## config.mk

```make
export PLATFORM = sky130hd
export DESIGN_NAME = miso_multipath_combiner
export DESIGN_NICKNAME = d
export VERILOG_FILES = /design/src/rtl/miso_multipath_combiner.sv
export SDC_FILE = /design/constraint.sdc
export NUM_CORES = 1
export LEC_CHECK = 0
export ABC_AREA = 0
export ABC_CLOCK_PERIOD_IN_PS = 13900
export CORE_MARGIN = 2
export CORE_UTILIZATION = 55
export DETAILED_ROUTE_END_ITERATION = 16
export PLACE_DENSITY = 0.72
export SYNTH_ARGS = -nofsm -noshare
export SYNTH_HDL_FRONTEND = slang
export SYNTH_SLANG_ARGS = --single-unit
```

## constraint.sdc

```tcl
create_clock -name clk -period 13.9 [get_ports clk]
set_clock_uncertainty 0.05 [all_clocks]
set_input_delay 1.39 -clock clk [delete_from_list [all_inputs] [get_ports clk]]
set_output_delay 1.39 -clock clk [all_outputs]
set_load 0.05 [all_outputs]
```

## src/rtl/miso_multipath_combiner.sv

```systemverilog
// ============================================================================
// Module   : miso_multipath_combiner
// Brief    : Two-path delay/gain combiner with rounded, saturated 8-bit output.
// Revision : 1.0 - initial release
// ============================================================================
`default_nettype none

module miso_multipath_combiner #(
    parameter int DATA_W    = 8,
    parameter int COEF_W    = 8,
    parameter int MAX_DELAY = 15,
    parameter int DLY_W     = 4
) (
    input  logic              clk,
    input  logic              rst,
    input  logic              in_valid,
    input  logic [DATA_W-1:0] pathone,
    input  logic [DATA_W-1:0] pathtwo,
    input  logic [COEF_W-1:0] gain_one,
    input  logic [COEF_W-1:0] gain_two,
    input  logic [DLY_W-1:0]  delay_one,
    input  logic [DLY_W-1:0]  delay_two,
    output logic [DATA_W-1:0] out,
    output logic              out_valid,
    output logic              sat
);

    localparam int PROD_W = DATA_W + COEF_W;
    localparam int SUM_W  = PROD_W + 2;

    localparam logic [DLY_W-1:0]        c_max_dly = DLY_W'(MAX_DELAY);
    localparam logic signed [SUM_W-1:0] c_round   = SUM_W'(2 ** (COEF_W - 2));
    localparam logic signed [SUM_W-1:0] c_out_max = SUM_W'(2 ** (DATA_W - 1) - 1);
    localparam logic signed [SUM_W-1:0] c_out_min = SUM_W'(-(2 ** (DATA_W - 1)));

    // Entry 0 is the sample accepted one valid cycle ago.
    logic signed [DATA_W-1:0] r_hist1 [MAX_DELAY];
    logic signed [DATA_W-1:0] r_hist2 [MAX_DELAY];

    logic [DLY_W-1:0]         w_sel1;
    logic [DLY_W-1:0]         w_sel2;
    logic signed [DATA_W-1:0] w_tap1;
    logic signed [DATA_W-1:0] w_tap2;
    logic signed [PROD_W-1:0] w_p1;
    logic signed [PROD_W-1:0] w_p2;
    logic signed [PROD_W-1:0] r_p1;
    logic signed [PROD_W-1:0] r_p2;
    logic                     r_v1;
    logic signed [SUM_W-1:0]  w_sum;
    logic signed [SUM_W-1:0]  w_scaled;
    logic [DATA_W-1:0]        r_out;
    logic                     r_sat;
    logic                     r_out_valid;

    always_comb begin
        w_sel1 = delay_one;
        w_sel2 = delay_two;
        if (delay_one > c_max_dly) w_sel1 = c_max_dly;
        if (delay_two > c_max_dly) w_sel2 = c_max_dly;
        w_tap1 = $signed(pathone);
        w_tap2 = $signed(pathtwo);
        if (w_sel1 != '0) w_tap1 = r_hist1[w_sel1 - DLY_W'(1)];
        if (w_sel2 != '0) w_tap2 = r_hist2[w_sel2 - DLY_W'(1)];
    end

    // Operands are widened first so the product keeps its full precision.
    assign w_p1 = PROD_W'(w_tap1) * PROD_W'($signed(gain_one));
    assign w_p2 = PROD_W'(w_tap2) * PROD_W'($signed(gain_two));

    assign w_sum    = SUM_W'(r_p1) + SUM_W'(r_p2) + c_round;
    assign w_scaled = w_sum >>> (COEF_W - 1);

    always_ff @(posedge clk or posedge rst) begin
        if (rst) begin
            for (int i = 0; i < MAX_DELAY; i++) begin
                r_hist1[i] <= '0;
                r_hist2[i] <= '0;
            end
        end else if (in_valid) begin
            r_hist1[0] <= $signed(pathone);
            r_hist2[0] <= $signed(pathtwo);
            for (int i = 1; i < MAX_DELAY; i++) begin
                r_hist1[i] <= r_hist1[i-1];
                r_hist2[i] <= r_hist2[i-1];
            end
        end
    end

    always_ff @(posedge clk or posedge rst) begin
        if (rst) begin
            r_v1 <= 1'b0;
            r_p1 <= '0;
            r_p2 <= '0;
        end else begin
            r_v1 <= in_valid;
            if (in_valid) begin
                r_p1 <= w_p1;
                r_p2 <= w_p2;
            end
        end
    end

    // Output sample and clip flag hold across invalid cycles.
    always_ff @(posedge clk or posedge rst) begin
        if (rst) begin
            r_out       <= '0;
            r_sat       <= 1'b0;
            r_out_valid <= 1'b0;
        end else begin
            r_out_valid <= r_v1;
            if (r_v1) begin
                if (w_scaled > c_out_max) begin
                    r_out <= c_out_max[DATA_W-1:0];
                    r_sat <= 1'b1;
                end else if (w_scaled < c_out_min) begin
                    r_out <= c_out_min[DATA_W-1:0];
                    r_sat <= 1'b1;
                end else begin
                    r_out <= w_scaled[DATA_W-1:0];
                    r_sat <= 1'b0;
                end
            end
        end
    end

    assign out       = r_out;
    assign sat       = r_sat;
    assign out_valid = r_out_valid;

endmodule

`default_nettype wire

```

# Word level (Yosys, flattened, before mapping)

Index checks and enable logic that the tools add are counted.

Bits in registers: 283
Latch bits: 0
RAM bits: 0
Memory bits (read-only): 0
Input bits: 43
Output and inout port bits: 10
Word-level logic and storage cells: 66
Memories: 0

Add/sub/neg operators: 4
Multipliers: 2
Divide/modulo/power cells: 0
$lt $le $gt $ge: 6
Eq/ne operators: 0
Shift-type cells: 0
Muxes and demuxes: 14
Bitwise gates (word level): 2
Reductions and logical operators: 2

Operators with widths:

| kind                    | number |
|---|---|
| $bmux W8 S4             | 2 |
| $mux W8                 | 8 |
| $mul A8 B8 Y16          | 2 |
| $add A17 B8 Y18 const B | 1 |
| $add A16 B16 Y17        | 1 |
| $gt A11 B8 Y1 const B   | 1 |
| $lt A11 B8 Y1 const B   | 1 |
| $ge A5 B5 Y1 const B    | 2 |
| $not A4 Y5              | 2 |
| $gt A4 B4 Y1 const B    | 2 |
| $mux W4                 | 2 |
| $reduce_bool A4 Y1      | 2 |
| $sub A4 B1 Y4 const B   | 2 |
| $mux W1                 | 2 |

# Logic depth before layout (Yosys ltp)

Depth in word-level cells: 9
Depth in mapped cells: 32
Depth with buffers taken out: 28

# Worst setup path before layout

No wires, ideal clock.

Kind: input-to-reg
Start point: input port delay_one[0]
End point: register r_p1[14]
Setup time: 0.125 ns
Arrival: 7.834 ns
Required time: 13.725 ns
Path slack: 5.891 ns
Stages: 29
Path buffers: 4
Path through: buf_2 buf_2 clkinv_1 ha_1 clkbuf_1 clkbuf_1 mux4_2 a211oi_1 a211oi_1 a21oi_1 nor2b_1 ha_1 fa_1 ha_1 inv_1 fa_1 inv_1 ha_1 fa_1 a21o_1 a21oi_1 o21bai_1 a21oi_1 o21bai_1 a21oi_1 o21bai_1 a21oi_1 xnor2_1 mux2_2

Word-level cells in the longest chain between the ends: 9
Elaborated cells between the ends (all ways): 10
Those cells by class: 1 x add/sub; 1 x mul; 1 x order compare; 5 x mux; 1 x bitwise; 1 x reduce/logical

RTL lines:

| element                                     | line | RTL |
|---|---|---|
| from (decl)                                 | 21   | `input logic [DLY_W-1:0] delay_one,` |
| $gt A4 B4 Y1                                | 58   | `if (delay_one > c_max_dly) w_sel1 = c_max_dly;` |
| $mux W4 (*)                                 | 58   |  |
| $sub A4 B1 Y4                               | 62   | `if (w_sel1 != '0) w_tap1 = r_hist1[w_sel1 - DLY_W'(1)];` |
| $not A4 Y5 (not written as such)            | 62   |  |
| $bmux W8 S4                                 | 62   |  |
| $mux W8 (not written as such) (2 in series) | 62   |  |
| $mux W8 (*)                                 | 62   |  |
| $mul A8 B8 Y16 (*)                          | 67   | `assign w_p1 = PROD_W'(w_tap1) * PROD_W'($signed(gain_one));` |
| to (signal assigned)                        | 97   | `r_p1 <= w_p1;` |
| to (decl)                                   | 46   | `logic signed [PROD_W-1:0] r_p1;` |

Mark *: on every way between the ends. The rest lies on a longest branch, timed or not. The select of a mux whose other input is x is not followed.
A chain may end at the register's enable or synchronous reset.

# Final worst setup path

Ends and elaborated chain as after synthesis.

==> impl_metrics.yaml <==
outcome:
  outcome: "finished clean"
critical_path:
  max_stage_delay_ps: 990
  worstPathArrival_ps: 9520
  required_ps: 14310
  worstPathMaxFanout: 27
  crit_path_start_kind: "input pin"
  cp_num_buf_inv: 6
  critical_path_class: "in -> reg"
  r2r_start: "r_hist2[50]"
  cp-end-kind: "flop"
  reg2reg_slack_ps: 7630
  crit_family: "adder cells"
  cp_slowest_cell: "ha_1"
  rr_worst_depth: 21
  reg2reg_to: "r_p2[15]"
sta:
  rsz0062_at_grt: "no"
  setup_viol: 0
  period_share: 0.656
  slew_headroom: 0.241
  hold_viol: 0
  setup_slack_ps: 4780
  slew_violations: 0
  fmax_mhz: 110
  setup_tns_ps: 0
  finalCriticalPeriod_ps: 9120
  tightestPinTransition_ps: 1130
global_routing:
  grt_max_degree: 127
  gr-total-overflow: 0
  grt_pass1_vias: 11700
  antenna_found_initial: 0
  grt_usage: 0.204
  grt_pass1_wl_mm: 59.0
synth:
  syn_inst: 1453
  yosysWarnings: 0
  ys_ff_latch: 283
  synth_fp_nets: 1698
  yosys_most_used_dff: "dfrtp_1"
  syn_area_um2: 18400
  seq_area_frac_synth: 0.385
  syn_area_per_cell_um2: 12.7
  synth_edf_count: 0
  ys_types: 62
  async_flop_share: 1.00
finish:
  nets: 1741
  diodes: 0
  finalNonFillerCells: 1961
  utilization: 0.624
  drive_above_1_share: 0.263
  fill_cells: 2590
  area_delta_synth_final_pct: 11.2
flow_run:
  max-cap-violations: 0
clocking:
  insertion_delay_ps: 570
  ctsLongestPathBuffers: 3
  hold_buffers: 0
  cts_root_buffer: "clkbuf_16"
  post-cts-setup-buffers: 0
  cts_resized: 0
  cts_tree: "yes"
  cts_htree_levels: 1
  cts_sinks: 283
  clk_pin_slew_ps: 70
  numCtsBuffers: 31
routing:
  dr.pass1.iters: 5
  wl_per_cell_um: 17.3
  antenna_left: 0
  num_vias: 10900
  vias_per_cell: 5.55
  drcViolationCount: 0
  first_iter_violations: 523
  drt-total-wl_mm: 34.0
die:
  die_h_um: 187
  core-area_um2: 32800
  start_util: 0.562
  die_w_um: 187
  dieArea_um2: 35000
  rows: 66
  num_io_pins: 53
placed_design:
  dp_cells: 1905
  pre_cts_ws_ps: 4090
  dp_hpwl_mm: 23.7
  gp_congestion: 0.813
  io_buffers: 52
worst_hold_path:
  hp-start: "out[7]"
  hold_path.class: "reg -> reg"
  holdPathEnd: "out[7]"
  holdPathStages: 1
-- flip-flops by register name, indices dropped and copies added, names as in the netlist --
| register | count |
|---|---|
| out | 8 |
| r_hist2 | 120 |
| r_hist1 | 120 |
| r_p1 | 16 |
| sat | 1 |
| out_valid | 1 |
| r_p2 | 16 |
| r_v1 | 1 |
-- worst max-delay path by stage --
| stage | startpoint | end | slack [ps] | cells past startpoint |
|---|---|---|---|---|
| detailed placement | delay_one[0] | r_p1[14] | 4090 | 26 |
| floorplan | rst | out[0] | 4650 | 1 |
| global placement | delay_one[0] | r_p1[14] | 4280 | 26 |
| CTS | delay_one[0] | r_p1[14] | 4680 | 26 |
| finish | delay_one[0] | r_p1[14] | 4780 | 26 |
| global route | delay_one[0] | r_p1[14] | 4070 | 26 |
-- synthesized netlist by cell type (10+ instances only) --
cell,n,area (um2)
nor2_1,24,90.1
o21ai_0,20,100
nand2_1,28,105
inv_1,179,672
nand2b_1,28,175
nor2b_1,93,582
a21o_1,11,82.6
mux4_2,48,1080
a21oi_1,36,180
buf_2,11,55.1
xnor2_1,36,315
dfrtp_1,283,7080
and2_1,13,81.3
mux2_2,263,2960
a211oi_1,14,105
fa_1,111,2220
nand3_1,12,60.1
mux2i_1,25,250
ha_1,91,1140
o211ai_1,10,75.1
clkbuf_1,38,143
-- worst register-to-register path, stage by stage, from the launching register on --
cell and delay, ps:
dfrtp_1 380, mux4_2 460, mux4_1 500, mux2i_1 780, nand2b_1 240, fa_1 420
fa_1 500, inv_1 50, fa_1 470, inv_1 50, fa_1 470, inv_1 40
ha_1 310, inv_1 70, o21ai_0 90, a21oi_1 230, o21bai_1 130, a211oi_1 350
o21bai_1 100, a21oi_1 180, xnor2_1 160, a21oi_1 90
-- cell type report --
cell class / instances / area (um2) / share of cell area
clock buffers: 44 / 905 / 0.0442
multi-input cells: 935 / 10400 / 0.510
clock inverters: 12 / 208 / 0.0101
flip-flops and latches: 283 / 7080 / 0.346
well taps: 442 / 553 / 0.0270
inverters: 181 / 687 / 0.0336
repair buffers: 64 / 606 / 0.0296
-- kinds of logic after synthesis --
family	count (synthesis)	share of synthesized area
xor gates and xnor gates	43	0.0215
AOI/OAI and AO/OA	120	0.0461
buffers and inverters	235	0.0495
adders and majority gates	202	0.183
and+or+nand+nor	222	0.0678
muxes	348	0.248
DFF	283	0.385
-- metal layers --
| metal | GRT usage | vias up | part of all wire |
|---|---|---|---|
| li1 | - | 5069 | - |
| met1 | 0.278 | 5642 | 0.45 |
| met2 | 0.357 | 130 | 0.51 |
| met3 | 0.0214 | 50 | 0.025 |
| met4 | 0.0458 | 0 | 0.017 |
| met5 | 0 | - | 0 |
-- cells in the final DEF, fill, tap and decap left out, types with 24 or more instances in the layout --
cell | Yosys | final
dfrtp_1 | 283 | 283
mux2_2 | 263 | 263
inv_1 | 179 | 178
fa_1 | 111 | 111
nor2b_1 | 93 | 93
ha_1 | 91 | 91
clkdlybuf4s50_1 | 0 | 49
mux4_2 | 48 | 48
a21oi_1 | 36 | 36
xnor2_1 | 36 | 36
clkbuf_16 | 0 | 31
nand2_1 | 28 | 28
nand2b_1 | 28 | 28
mux2i_1 | 25 | 25
nor2_1 | 24 | 24
-- per-stage QoR --
step                      hold WS (ps)  instance area (um2)
after floorplan                    302                18400
after global placement             418                19400
after detailed placement           418                19400
after CTS                          432                20500
after global routing               445                20500
final                              425                20500
Power is left out: the tool's default activity adds up to more than one toggle a clock period on the data nets, which glitch-free logic cannot reach.
